### src/rtl/ec_ctrl_pkg.sv
// Shared definitions for the EC stripe sequencer: default geometry, derived widths
// and the control FSM state encoding.
package ec_ctrl_pkg;

  localparam int K_MAX_DEF = 8;
  localparam int M_MAX_DEF = 4;
  localparam int W_DEF     = 8;

  localparam int K_W_DEF   = $clog2(K_MAX_DEF + 1);
  localparam int M_W_DEF   = $clog2(M_MAX_DEF + 1);
  localparam int P_W_DEF   = $clog2(M_MAX_DEF);
  localparam int CNT_W_DEF = $clog2(K_MAX_DEF * W_DEF + 1);

  typedef enum logic [2:0] {
    IDLE,
    BM_LOAD,
    RUN,
    DRAIN,
    WRITE,
    NEXT,
    DONE
  } state_t;

  // Counter width able to hold k*w inclusive.
  function automatic int cnt_width(input int k_max, input int w);
    return $clog2(k_max * w + 1);
  endfunction

endpackage

### src/rtl/ec_bm_fetch.sv
// Bitmatrix slice fetch for one parity row: issues k*W in-order read requests and
// counts the returns; counters clear whenever the fetch is not active.
module ec_bm_fetch
  import ec_ctrl_pkg::*;
#(
  parameter int K_MAX         = K_MAX_DEF,
  parameter int M_MAX         = M_MAX_DEF,
  parameter int W             = W_DEF,
  parameter int BM_MEM_ADDR_W = 10
) (
  input  logic                         clk,
  input  logic                         rst,
  input  logic                         active,
  input  logic                         abort,
  input  logic [$clog2(K_MAX+1)-1:0]   k,
  input  logic [$clog2(M_MAX)-1:0]     parity_idx,
  input  logic                         bm_rd_data_val,
  output logic                         bm_rd_req,
  output logic [BM_MEM_ADDR_W-1:0]     bm_rd_addr,
  output logic                         first,
  output logic                         load_done
);

  localparam int C_W = cnt_width(K_MAX, W);
  localparam logic [BM_MEM_ADDR_W-1:0] ROW_STRIDE = BM_MEM_ADDR_W'(K_MAX * W);

  logic [C_W-1:0] total;
  logic [C_W-1:0] req_cnt_q;
  logic [C_W-1:0] ret_cnt_q;

  assign total      = C_W'(k) * C_W'(W);
  assign bm_rd_req  = active && !abort && (req_cnt_q < total);
  assign bm_rd_addr = BM_MEM_ADDR_W'(parity_idx) * ROW_STRIDE + BM_MEM_ADDR_W'(req_cnt_q);
  assign first      = active && (req_cnt_q == '0);
  assign load_done  = active && (ret_cnt_q == total);

  // NOTE: sequential state is assigned with <= so every register samples pre-edge values.
  always_ff @(posedge clk) begin
    if (rst || !active) begin
      req_cnt_q <= '0;
      ret_cnt_q <= '0;
    end else begin
      if (bm_rd_req)
        req_cnt_q <= req_cnt_q + C_W'(1);
      // Returns arriving outside an active load are dropped by the clear above.
      if (bm_rd_data_val && ret_cnt_q != total)
        ret_cnt_q <= ret_cnt_q + C_W'(1);
    end
  end

endmodule

### src/rtl/ec_stripe_sequencer.sv
// Stripe sequencer: per stripe and parity row, loads the bitmatrix slice, streams K
// input words into the engine, drains its pipeline and writes one parity word.
module ec_stripe_sequencer
  import ec_ctrl_pkg::*;
#(
  parameter int K_MAX         = K_MAX_DEF,
  parameter int M_MAX         = M_MAX_DEF,
  parameter int W             = W_DEF,
  parameter int BM_MEM_ADDR_W = 10,
  parameter int STRIPE_W      = 16,
  parameter int ENG_LAT       = 3
) (
  input  logic                         clk,
  input  logic                         rst,
  input  logic                         cfg_en,
  input  logic                         start,
  input  logic                         abort,
  input  logic [$clog2(K_MAX+1)-1:0]   cfg_k,
  input  logic [$clog2(M_MAX+1)-1:0]   cfg_m,
  input  logic [STRIPE_W-1:0]          cfg_num_stripes,
  output logic                         bm_rd_req,
  output logic [BM_MEM_ADDR_W-1:0]     bm_rd_addr,
  input  logic                         bm_rd_data_val,
  input  logic                         inbuf_empty,
  output logic                         inbuf_rd_en,
  output logic                         eng_clr,
  output logic                         eng_calc_en,
  input  logic                         eng_empty,
  input  logic                         outbuf_full,
  output logic                         outbuf_wr_en,
  output logic                         busy,
  output logic                         done,
  output logic                         err,
  output logic [STRIPE_W-1:0]          stripe_idx,
  output logic [$clog2(M_MAX)-1:0]     parity_idx
);

  localparam int K_W = $clog2(K_MAX + 1);
  localparam int M_W = $clog2(M_MAX + 1);
  localparam int L_W = $clog2(ENG_LAT + 1);
  localparam logic [K_W-1:0] K_MAX_V = K_W'(K_MAX);
  localparam logic [M_W-1:0] M_MAX_V = M_W'(M_MAX);
  localparam logic [L_W-1:0] LAT_END = L_W'(ENG_LAT - 1);

  state_t              state_q, state_d;
  logic [K_W-1:0]      k_q;
  logic [M_W-1:0]      m_q;
  logic [STRIPE_W-1:0] num_q;
  logic [K_W-1:0]      pop_cnt_q;
  logic [K_W-1:0]      calc_cnt_q;
  logic                calc_q;
  logic [L_W-1:0]      lat_q;
  logic                err_q;
  logic                abort_clr_q;

  logic cfg_ok, job_start, aborting, last_row, last_stripe;
  logic fetch_first, load_done;

  assign cfg_ok = (cfg_k != '0) && (cfg_k <= K_MAX_V) &&
                  (cfg_m != '0) && (cfg_m <= M_MAX_V) &&
                  (cfg_num_stripes != '0);
  assign job_start   = (state_q == IDLE) && start && cfg_en && cfg_ok;
  assign aborting    = abort && (state_q != IDLE);
  assign last_row    = (M_W'(parity_idx) == m_q - M_W'(1));
  assign last_stripe = (stripe_idx == num_q - STRIPE_W'(1));

  ec_bm_fetch #(
    .K_MAX         (K_MAX),
    .M_MAX         (M_MAX),
    .W             (W),
    .BM_MEM_ADDR_W (BM_MEM_ADDR_W)
  ) u_bm_fetch (
    .clk            (clk),
    .rst            (rst),
    .active         (state_q == BM_LOAD),
    .abort          (abort),
    .k              (k_q),
    .parity_idx     (parity_idx),
    .bm_rd_data_val (bm_rd_data_val),
    .bm_rd_req      (bm_rd_req),
    .bm_rd_addr     (bm_rd_addr),
    .first          (fetch_first),
    .load_done      (load_done)
  );

  assign inbuf_rd_en  = (state_q == RUN) && (pop_cnt_q < k_q) && !inbuf_empty && !abort;
  assign eng_calc_en  = calc_q;
  assign outbuf_wr_en = (state_q == WRITE) && !outbuf_full && !abort;
  assign eng_clr      = fetch_first || abort_clr_q;
  assign busy         = (state_q != IDLE) && (state_q != DONE);
  assign done         = (state_q == DONE);
  assign err          = err_q;

  // NOTE: the default assignment first keeps every path assigned, so no latch is inferred.
  always_comb begin
    state_d = state_q;
    unique case (state_q)
      IDLE:    if (job_start) state_d = BM_LOAD;
      BM_LOAD: if (load_done) state_d = RUN;
      RUN:     if (calc_q && calc_cnt_q == k_q - K_W'(1)) state_d = DRAIN;
      DRAIN:   if (lat_q >= LAT_END && eng_empty) state_d = WRITE;
      WRITE:   if (!outbuf_full) state_d = NEXT;
      NEXT:    state_d = (last_row && last_stripe) ? DONE : BM_LOAD;
      DONE:    state_d = IDLE;
      default: state_d = IDLE;
    endcase
    if (aborting)
      state_d = IDLE;
  end

  always_ff @(posedge clk) begin
    if (rst) begin
      state_q     <= IDLE;
      k_q         <= '0;
      m_q         <= '0;
      num_q       <= '0;
      stripe_idx  <= '0;
      parity_idx  <= '0;
      pop_cnt_q   <= '0;
      calc_cnt_q  <= '0;
      calc_q      <= 1'b0;
      lat_q       <= '0;
      err_q       <= 1'b0;
      abort_clr_q <= 1'b0;
    end else begin
      state_q     <= state_d;
      err_q       <= (state_q == IDLE) && start && cfg_en && !cfg_ok;
      abort_clr_q <= aborting;
      calc_q      <= inbuf_rd_en;

      if (job_start) begin
        k_q        <= cfg_k;
        m_q        <= cfg_m;
        num_q      <= cfg_num_stripes;
        stripe_idx <= '0;
        parity_idx <= '0;
      end

      if (state_q != RUN) begin
        pop_cnt_q  <= '0;
        calc_cnt_q <= '0;
      end else begin
        if (inbuf_rd_en) pop_cnt_q  <= pop_cnt_q + K_W'(1);
        if (calc_q)      calc_cnt_q <= calc_cnt_q + K_W'(1);
      end

      // Cycles elapsed since the last calc_en, saturating once the latency is covered.
      if (state_q != DRAIN)
        lat_q <= '0;
      else if (lat_q < LAT_END)
        lat_q <= lat_q + L_W'(1);

      // On the final row of the final stripe the indices keep the last values processed.
      if (state_q == NEXT && !abort) begin
        if (!last_row) begin
          parity_idx <= parity_idx + 1'b1;
        end else if (!last_stripe) begin
          parity_idx <= '0;
          stripe_idx <= stripe_idx + STRIPE_W'(1);
        end
      end
    end
  end

endmodule

### config.mk
export PLATFORM = sky130hd
export DESIGN_NAME = ec_stripe_sequencer
export DESIGN_NICKNAME = d
export VERILOG_FILES = /design/src/rtl/ec_ctrl_pkg.sv /design/src/rtl/ec_bm_fetch.sv /design/src/rtl/ec_stripe_sequencer.sv
export SDC_FILE = /design/constraint.sdc
export NUM_CORES = 1
export LEC_CHECK = 0
export BUFFER_PORTS_ARGS = -buffer_cell sky130_fd_sc_hd__buf_2
export CORE_UTILIZATION = 45
export CTS_CLUSTER_DIAMETER = 30
export DETAILED_ROUTE_END_ITERATION = 10
export PLACE_DENSITY_LB_ADDON = 0.08
export SLEW_MARGIN = 20
export SYNTH_ARGS = -nofsm -noshare
export SYNTH_HDL_FRONTEND = slang
export SYNTH_SLANG_ARGS = --single-unit
### constraint.sdc
create_clock -name clk -period 3.2 [get_ports clk]
set_input_delay 0.32 -clock clk [delete_from_list [all_inputs] [get_ports clk]]
set_output_delay 0.32 -clock clk [all_outputs]
set_load 0.02 [all_outputs]
-- Word-level counts from Yosys, hierarchy flattened
Cells that the tools add are included.
- ROM bits: 0
- output and inout port bits: 36
- memories: 0
- input bits: 32
- register bits after elaboration: 71
- memory bits (writable): 0
- bits in latches: 0
- word-level logic and storage cells: 106
- equality and inequality tests: 19
- add/subtract/negate cells: 11
- divide/modulo/power cells: 0
- reductions and logical operators: 41
- shift-type cells: 0
- bitwise gates (word level): 0
- mux-type cells: 15
- multipliers: 0
- order comparisons: 6
- operators by type and width (kind ; count):
    16-bit two-way mux ; 4
    1-bit logical AND ; 24
    3-bit two-way mux ; 6
    3-bit one-hot mux with 6 select lines ; 1
    16-bit by 1-bit adder with 16-bit output, second input constant ; 1
    16-bit equality test ; 1
    16-bit nonzero test ; 1
    16-bit by 1-bit subtractor with 16-bit output, second input constant ; 1
    7-bit by 1-bit adder with 7-bit output, second input constant ; 2
    8-bit by 7-bit adder with 9-bit output ; 1
    3-bit equality test, second input constant ; 3
    4-bit by 1-bit adder with 4-bit output, second input constant ; 2
    2-bit two-way mux ; 4
    2-bit inequality test, second input constant ; 4
    7-bit equality test ; 1
    7-bit logical NOT ; 1
    7-bit < comparator ; 1
    7-bit inequality test ; 1
    3-bit by 2-bit equality test with 1-bit output, second input constant ; 2
    3-bit by 2-bit inequality test with 1-bit output, second input constant ; 2
    3-bit nonzero test ; 2
    2-bit OR reduction ; 3
    1-bit logical NOT ; 5
    5-bit AND reduction ; 1
    16 further kinds ; 18

-- Depth between registers and ports, before layout
Gate-level depths: netlist of run 1.
- word-level depth: 10
- mapped depth: 10
- gate-level depth less buffers: 9

-- Hierarchy
From an unflattened synthesis of run 1, not the netlist that was laid out.
- cell total of the unflattened synthesis: 534
- area total of the unflattened synthesis: 4364.2 um^2
- modules (own cells, without submodules) (module ; instances ; area each (um^2) ; cells an instance ; seq. area each (um^2)):
    ec_stripe_sequencer ; 1 ; 3424.5 ; 429 ; 1141.1
    ec_bm_fetch ; 1 ; 939.7 ; 105 ; 280.3

-- Worst setup path before layout of run 1
OpenSTA, ideal clock, no wires.
- path type: reg2reg
- start: register num_q[8]
- end: register stripe_idx[5]
- arrival: 2.869 ns
- buffers on the path: 2
- stages on the path, launching flop included: 10
- required time: 3.079 ns
- clock period less this slack: 2.990 ns
- setup time: 0.121 ns
- slack: 0.210 ns
- cells stage by stage: dfxtp_1 -> buf_6 -> or4_1 -> or3_1 -> a2111o_1 -> a211o_1 -> nor4_4 -> buf_6 -> nor4_1 -> mux2_4
- cells in the longest elaborated chain, start to end: 5
- RTL lines (item ; RTL line ; RTL):
    start: declaration ; ec_stripe_sequencer.sv:48 ; logic [STRIPE_W-1:0] num_q;
    start signal: assignment ; ec_stripe_sequencer.sv:134 ; num_q <= cfg_num_stripes;
    16-bit by 1-bit subtractor with 16-bit output ; ec_stripe_sequencer.sv:65 ; assign last_stripe = (stripe_idx == num_q - STRIPE_W'(1));
    16-bit equality test ; ec_stripe_sequencer.sv:65 ;
    16-bit two-way mux ; ec_stripe_sequencer.sv:157 ; end else if (!last_stripe) begin
    16-bit two-way mux ; ec_stripe_sequencer.sv:155 ; if (!last_row) begin
    16-bit two-way mux ; ec_stripe_sequencer.sv:154 ; if (state_q == NEXT && !abort) begin
    end signal: assignment ; ec_stripe_sequencer.sv:159 ; stripe_idx <= stripe_idx + STRIPE_W'(1);
    end: declaration ; ec_stripe_sequencer.sv:34 ; output logic [STRIPE_W-1:0] stripe_idx,
No other way between the ends.
A chain may end at the register's enable or synchronous reset.

-- Final worst setup path of run 1
- start: register num_q[8]
- end: register stripe_idx[0]
Same word-level chain as after synthesis.

==> results of run 1 <==
-- kinds of logic after synthesis --
family	count (synthesis)
adder cells (fa/ha/maj)	19
buffers and inverters	56
multiplexers	4
AND/OR/NAND/NOR	213
AO/OA/AOI/OAI	104
flip-flops	71
XOR/XNOR	51
other	1
-- cell type report --
cell class	instances	area, µm²
clock buffers	9	124
flip-flops and latches	71	1420
inverters	22	82.6
multi-input cells	392	2520
fillers	888	4110
repair buffers	79	428
well taps	108	135
clock inverters	6	62.6
-- routing by layer --
metal | part of all wire, % | wire length [µm] | up-vias
met5 | 0 | 0 | -
met4 | 1.0 | 104 | 0
met3 | 4.0 | 410 | 7
met2 | 42 | 4250 | 95
met1 | 53 | 5400 | 1802
li1 | - | - | 1945
-- how the worst min path moves through the flow --
stage	from	slack [ns]	to	cells after the start
after CTS	cfg_k[0]	0.21	k_q[0]	3
after global placement	m_q[1]	0.45	m_q[1]	2
after global routing	cfg_k[0]	0.22	k_q[0]	3
final	cfg_k[0]	0.22	k_q[0]	3
after floorplan	m_q[1]	0.44	m_q[1]	2
after detailed placement	m_q[1]	0.45	m_q[1]	2
-- what timing repair did --
item | in CTS | in global routing
hold endpoints to repair | 0 | 0
resized for setup | 0 | 1
buffers inserted | 0 | 2
setup endpoints to repair | 0 | 19
-- critical path: cells and delay by family (launching register included) --
family | cells | cell delay [ns]
mux | 1 | 0.30
compound gates | 2 | 0.76
simple gates | 4 | 1.22
flops | 1 | 0.32
buf+inv | 1 | 0.22
-- synthesized netlist by cell type, types with 8 or more instances --
library cell	number
nand2b_1	17
nor2_1	40
inv_1	22
a2111oi_0	9
clkbuf_1	22
buf_4	8
a21oi_1	39
a21o_1	12
nor3_1	12
nand3_1	10
xor2_1	21
ha_1	19
nand4_1	10
and3_1	10
o21ai_0	8
nor4_1	14
dfxtp_1	71
xnor2_1	30
nand2_1	74
-- flip-flops by register name (all words and copies together) (netlist names) --
register	flops
err	1
calc_cnt_q	4
lat_q	2
num_q	16
u_bm_fetch.ret_cnt_q	7
pop_cnt_q	4
m_q	3
eng_calc_en	1
abort_clr_q	1
parity_idx	2
u_bm_fetch.req_cnt_q	7
k_q	4
stripe_idx	16
state_q	3
-- power groups by stage --
| stage | Sequential, mW | Clock, mW | Combinational (mW) |
|---|---|---|---|
| global placement | 0.987 | 0 | 0.456 |
| detailed placement | 0.987 | 0 | 0.466 |
| floorplan | 0.954 | 0 | 0.370 |
| finish | 0.969 | 0.704 | 0.478 |
| CTS | 0.966 | 0.720 | 0.469 |
| global route | 0.977 | 0.759 | 0.528 |
-- metrics by stage --
stage	setup slack (ns)	instance area [µm²]	cells	total power, mW	hold slack [ns]
2_1_floorplan	0.210	4200	519	1.32	0.436
3_3_place_gp	0.237	4570	670	1.44	0.449
3_5_place_dp	0.134	4570	670	1.45	0.447
4_1_cts	0.104	4750	685	2.16	0.206
5_1_grt	0.0419	4780	687	2.26	0.217
6_report	0.260	4780	687	2.15	0.218
==> results_dict.tcl, run 1 <==
set metrics [dict create \
    status "completed" \
    wl_per_cell_um 14.8 \
    fin_tns_setup_ns 0 \
    grt_pass1_wl_mm 16.8 \
    ys.flop_type "dfxtp_1" \
    ys_types 58 \
    die_w_um 98.6 \
    grt_max_degree 47 \
    synth_xor_area_share_pct 10.6 \
    r2r_start "num_q[8]" \
    rsz0062_at_grt "no" \
    synthSimpleGateAreaFrac_pct 25.5 \
    crit_path_start_kind "register" \
    synth-seq-cells 71 \
    syn_to_final_growth_pct 13.9 \
    cp_max_fo 9 \
    mostFrequentLayoutCells "nand2_1, dfxtp_1, buf_2" \
    drtPass1Iterations 5 \
    overflow 0 \
    use_met1_pct 31.2 \
    cap_viol_max_count 0 \
    slew_headroom_pct 43.1 \
    syn_inst 519 \
    hp-class "in -> reg" \
    core.rowCount 34 \
    setup_viol 0 \
    finalMaxSlewViolations 0 \
    diodes 0 \
    crit_arrival_ns 3.17 \
    place_congestion 0.860 \
    tightest_slew_ns 0.854 \
    clockBufferDepth 2 \
    fin_nets 626 \
    port_buffers 66 \
    fp.dieH_um 98.6 \
    initial_utilization_pct 47.2 \
    required_ns 3.43 \
    hold_violations 0 \
    clkPwrFrac_pct 32.7 \
    insertion_delay_ns 0.35 \
    path_cells "or4_1 > or3_1 > a2111o_1 > a211o_1 > nor4_4 > buf_4 > nor3_1 > mux2_2" \
    skew_ns 0.0117 \
    dieArea_um2 9710 \
    critPathKind "reg -> reg" \
    synthMuxAreaShare_pct 1.10 \
    core_um2 8890 \
    intPower_mw 1.46 \
    met2_usage_pct 32.2 \
    htree_levels 3 \
    synth_top_family_by_area "simple AND/OR/NAND/NOR gates" \
    drtIter0Drc 211 \
    cp-startpoint "num_q[8]" \
    cp-end-kind "register" \
    power.leakage_nw 1.92 \
    seq_area_frac_synth_pct 33.9 \
    r2r_setup_slack_ns 0.26 \
    place_hpwl_mm 7.48 \
    peakVddDrop_mv 0.293 \
    synth_fp_nets 570 \
    pwr_density_cell_nw_per_um2 450 \
    avgSynthCellArea_um2 8.08 \
    sw_frac_of_total_pct 32.0 \
    p_switching_uw 689 \
    max_freq_mhz 340 \
    synth_compound_area_share_pct 17.0 \
    async_flop_share_pct 0 \
    cts.sinks 71 \
    grt_pass1_vias 3474 \
    p_seq_share_pct 45.1 \
    ant_nets 0 \
    numCtsBuffers 9 \
    ff2ff_path_depth 8 \
    ys_top_cells_by_area "dfxtp_1, nand2_1, xnor2_1, ha_1, a21oi_1" \
    antenna_found_initial 0 \
    clk_pin_slew_worst_paths_ns 0.08 \
    drive_above_1_share_pct 17.3 \
    yosysTopAreaCell "dfxtp_1" \
    finalCriticalPeriod_ns 2.94 \
    synth_edf_count 0 \
    netlist_area_um2 4200 \
    yosysWarnings 0 \
    endpoint "stripe_idx[0]" \
    drc_errors 0 \
    slowest_delay_ns 0.56 \
    cts_hold_buf 0 \
    io_pins 68 \
    num_vias 3849 \
    fin_util_pct 53.7 \
    p_comb_share_pct 22.2 \
    busiest_layer "met2" \
    cts_tree "built" \
    finalCritPeriodShare_pct 91.9 \
    reg2reg_to "stripe_idx[0]" \
    layout_commonest_cell "nand2_1" \
    met3_usage_pct 4.04 \
    ctsRootBufferMaster "clkbuf_8" \
    vias_per_cell 5.60 \
    synthAdderAreaFrac_pct 5.67 \
    routed_wl_mm 10.2 \
    synth_top_cell_area_share_pct 33.9 \
    grt_usage_pct 21.4 \
    critPathSlowestCell "or4_1" \
]
Note: power is estimated with default switching activity, not from simulation.
==> inputs of run 2 (changes only) <==
Settings changed: SYNTH_HIERARCHICAL set to 1.
==> results_dict.tcl, run 2 <==
set metrics [dict create \
    skew_ns 0.0124 \
    crit_path_start_kind "register" \
    syn_to_final_growth_pct 14.9 \
    placed_area_um2 4780 \
    ys.flop_type "dfxtp_1" \
    required_ns 3.44 \
    core.rowCount 35 \
    cts_tree "built" \
    insertion_delay_ns 0.35 \
    cp-end-kind "register" \
    clk_pin_slew_worst_paths_ns 0.08 \
    cts_setup_buffers 0 \
    grt_usage_pct 22.2 \
    grt_pass1_vias 3784 \
    drtIter0Drc 138 \
    crit_arrival_ns 3.19 \
    drc_errors 0 \
    yosysWarnings 6 \
    wl_per_cell_um 14.5 \
    setup_viol 0 \
    status "completed" \
    place_congestion 0.854 \
    finalMaxSlewViolations 0 \
    multiInputGateArea_um2 2670 \
    seq_area_frac_synth_pct 32.6 \
    tightest_slew_ns 0.694 \
    routed_wl_mm 10.5 \
    pwr_density_cell_nw_per_um2 380 \
    drtPass1Iterations 5 \
    finalCriticalPeriod_ns 2.95 \
    critPathKind "reg -> reg" \
    fin_tns_setup_ns 0 \
    worst_slack_ns 0.250 \
    ys_types 72 \
    power.leakage_nw 2.08 \
    syn_inst 534 \
    rsz0062_at_grt "no" \
    n_fill_cell 928 \
    avgSynthCellArea_um2 8.17 \
    numCtsBuffers 9 \
    fin_area_um2 5010 \
    cap_viol_max_count 0 \
    io_pins 68 \
    overflow 0 \
    max_freq_mhz 339 \
    ys_top_cells_by_area "dfxtp_1, nand2_1, ha_1, xnor2_1, xor2_1" \
    critPathSlowestCell "or4_1" \
    cts_hold_buf 0 \
    place_ws_ns 0.293 \
    layout_commonest_cell "dfxtp_1" \
    place_hpwl_mm 7.76 \
    dieArea_um2 10100 \
    clockBufferDepth 2 \
    mostFrequentLayoutCells "dfxtp_1, nand2_1, buf_2" \
    r2r_start "num_q[0]" \
    reg2reg_to "state_q[0]" \
    synth-seq-cells 71 \
    fin_util_pct 53.7 \
    die_w_um 100 \
    hp-class "in -> reg" \
    fin_nets 643 \
    seqCellArea_um2 1420 \
    worst_hold_startpoint "cfg_num_stripes[13]" \
    antenna_found_initial 0 \
    cts_resized 0 \
    core_um2 9330 \
    async_flop_share_pct 0 \
    finalCritPeriodShare_pct 92.2 \
    diodes 0 \
    cts.sinks 71 \
    grt_pass1_wl_mm 17.7 \
    initial_utilization_pct 46.8 \
    r2r_setup_slack_ns 0.25 \
    ff2ff_path_depth 10 \
    synth_top_cell_area_share_pct 32.6 \
    netlist_area_um2 4360 \
    endpoint "state_q[0]" \
    grt_max_degree 48 \
    ctsRootBufferMaster "clkbuf_8" \
    path_cells "inv_1 > ha_1 > xor2_1 > nand2_1 > or4_1 > or4_4 > nor4_4 > buf_4 > a2111oi_0 > o31a_1" \
    fp.dieH_um 100 \
    htree_levels 3 \
    num_vias 3981 \
    cp_max_fo 8 \
    whs_ns 0.206 \
    peakVddDrop_mv 0.239 \
    ant_nets 0 \
    hold_violations 0 \
    slew_headroom_pct 53.7 \
    ys_top_cells_by_count "dfxtp_1, nand2_1, nor2_1" \
    reg_top3 "num_q x16, stripe_idx x16" \
    cp-startpoint "num_q[0]" \
    vias_per_cell 5.48 \
    synth_edf_count 0 \
    slowest_delay_ns 0.50 \
    synth_fp_nets 585 \
    drive_above_1_share_pct 19.1 \
    synth_most_common_cell "dfxtp_1" \
    port_buffers 66 \
    yosysTopAreaCell "dfxtp_1" \
]
## run 2: cell families (layout without fill, tap and decap cells)
logic type	Yosys count	count (layout)	synth area share [%]
adder cells (fa/ha/maj)	19	19	5.45
flip-flops	71	71	32.6
buffers and inverters	58	121	6.16
AND/OR/NAND/NOR	239	239	29.2
other	1	1	0.0859
XOR/XNOR	48	48	9.63
multiplexers	13	13	3.30
AO/OA/AOI/OAI	85	85	13.6
## run 2: where the power goes
group / switching, mW / total (mW) / internal, mW
Combinational: 0.0957 / 0.169 / 0.0734
Sequential: 0.0137 / 0.905 / 0.891
Clock: 0.351 / 0.831 / 0.480
Total: 0.460 / 1.91 / 1.44
## run 2: worst min-delay path by stage
stage,end,slack [ns],cells past startpoint
floorplan,m_q[1],0.44,2
global placement,m_q[1],0.45,2
detailed placement,m_q[1],0.45,2
CTS,num_q[13],0.20,3
global route,num_q[13],0.20,3
finish,num_q[13],0.21,3
## run 2: per-stage QoR
stage                     instances  total power [mW]
final                           726              1.91
after CTS                       726              1.93
after global routing            726              2.01
after floorplan                 534              1.04
after detailed placement        710              1.10
after global placement          710              1.09
## run 2: cell type report
cell class                 instances  area share [%]
multi-input combinational        405            53.3
sequential                        71            28.4
timing repair buffer              79            8.54
tap                              129            3.22
clock buffer                      11            3.02
inverter                          26            1.95
clock inverter                     5            1.60
## run 2: critical path: cells and delay by family (launching register included)
kind,cells,cell delay [ns]
xor gates and xnor gates,1,0.13
and+or+nand+nor,4,1.37
AOI/OAI and AO/OA,2,0.40
adders and majority gates,1,0.30
buffers and inverters,2,0.29
DFF,1,0.34
## run 2: routing by layer
metal / GRT usage [%] / up-vias / share of wire (%)
met2: 39.8 / 82 / 50
met1: 26.8 / 1883 / 45
met5: 0 / - / 0
met4: 7.80 / 0 / 1.2
met3: 3.61 / 13 / 3.3
li1: - / 2003 / -
==> inputs of run 3 (changes only) <==
Settings changed: PLACE_DENSITY_LB_ADDON 0.08 to 0.12.
==> results_dict.tcl, run 3 (same netlist as run 2, synthesis figures left out) <==
set metrics [dict create \
    status "completed" \
    clk_pin_slew_worst_paths_ns 0.08 \
    pwr_density_cell_nw_per_um2 365 \
    cp_max_fo 22 \
    power.leakage_nw 2.04 \
    drtPass1Iterations 4 \
    max_freq_mhz 328 \
    htree_levels 3 \
    mostFrequentLayoutCells "dfxtp_1, nand2_1, buf_2" \
    peakVddDrop_mv 0.275 \
    clockBufferDepth 2 \
    fin_tns_setup_ns 0 \
    required_ns 3.44 \
    grt_usage_pct 22.5 \
    stdcell_count 720 \
    diodes 0 \
    whs_ns 0.224 \
    overflow 0 \
    place_hpwl_mm 7.63 \
    crit_arrival_ns 3.29 \
    drive_above_1_share_pct 18.4 \
    skew_ns 0.0130 \
    die_w_um 100 \
    fin_area_um2 4950 \
    cts_setup_buffers 0 \
    hp-class "in -> reg" \
    cp-end-kind "register" \
    initial_utilization_pct 46.8 \
    reg_top3 "num_q x16, stripe_idx x16" \
    finalCritPeriodShare_pct 95.4 \
    placed_area_um2 4750 \
    cts.sinks 71 \
    cts_tree "built" \
    rsz0062_at_grt "no" \
    layout_commonest_cell "dfxtp_1" \
    slew_headroom_pct 55.8 \
    antenna_found_initial 0 \
    dp.cells 704 \
    fp.dieH_um 100 \
    drtIter0Drc 120 \
    place_congestion 0.851 \
    grt_pass1_vias 3833 \
    cts_hold_buf 0 \
    io_pins 68 \
    hold_violations 0 \
    dieArea_um2 10100 \
    core_um2 9330 \
    grt_max_degree 48 \
    finalCriticalPeriod_ns 3.05 \
    syn_to_final_growth_pct 13.4 \
    ctsRootBufferMaster "clkbuf_8" \
    port_buffers 66 \
    drc_errors 0 \
    worst_slack_ns 0.147 \
    routed_wl_mm 10.5 \
    grt_pass1_wl_mm 18.0 \
    setup_viol 0 \
    crit_path_start_kind "register" \
    r2r_setup_slack_ns 0.15 \
    finalMaxSlewViolations 0 \
    ant_nets 0 \
    core.rowCount 35 \
    num_vias 3948 \
    fin_nets 637 \
    cts_resized 0 \
    place_ws_ns 0.108 \
    numCtsBuffers 9 \
    insertion_delay_ns 0.34 \
    wl_per_cell_um 14.6 \
    tightest_slew_ns 0.662 \
    vias_per_cell 5.48 \
    critPathKind "reg -> reg" \
    cap_viol_max_count 0 \
]
-- run 3: cell count changes in the layout (fill, tap and decap cells not counted), sizes merged --
cell,previous run,this run
bufinv,2,1
clkinv,2,4
buf,79,73
clkbuf,11,10
-- run 3: metal layers --
metal  wire length (µm)  share of wire (%)  GRT usage, %
met1               4720                 45          26.9
met2               5320                 50          41.3
met3                383                3.6          3.81
met4                119                1.1          6.58
met5                  0                  0             0
-- run 3: power by group --
group          leakage, nW  switching (mW)  internal (mW)
sequential           0.573          0.0140          0.892
clock               0.0981           0.352          0.377
combinational         1.37          0.0965         0.0737
total                 2.04           0.462           1.34
-- run 3: worst paths after layout --
check / start / end / cells past startpoint
max: num_q[1] / stripe_idx[15] / 10
min: cfg_num_stripes[5] / num_q[5] / 3
max reg2reg: num_q[1] / stripe_idx[15] / 10
min reg2reg: m_q[1] / m_q[1] / 2
-- run 3: final cells by class --
| cell class | count | area [µm²] |
|---|---|---|
| clock buffer | 10 | 138 |
| multi-input combinational | 405 | 2670 |
| timing repair buffer | 73 | 395 |
| clock inverter | 6 | 60.1 |
| tap | 129 | 161 |
| fill | 921 | 4380 |
| inverter | 26 | 97.6 |
| sequential | 71 | 1420 |
-- run 3: metrics by stage --
| stage | utilization (%) | power, mW |
|---|---|---|
| after floorplan | - | 1.04 |
| after global placement | 50.9 | 1.09 |
| after detailed placement | 50.9 | 1.10 |
| after CTS | 53.0 | 1.82 |
| after global routing | 53.1 | 1.89 |
| final | 53.1 | 1.80 |
-- run 3: critical path: stages (launching register included) --
cell,delay [ns]
dfxtp_2,0.39
inv_1,0.08
ha_1,0.29
xor2_1,0.14
nand2_1,0.06
or4_1,0.53
or4_4,0.44
nor4_4,0.31
buf_12,0.20
or2_2,0.17
mux2_2,0.35
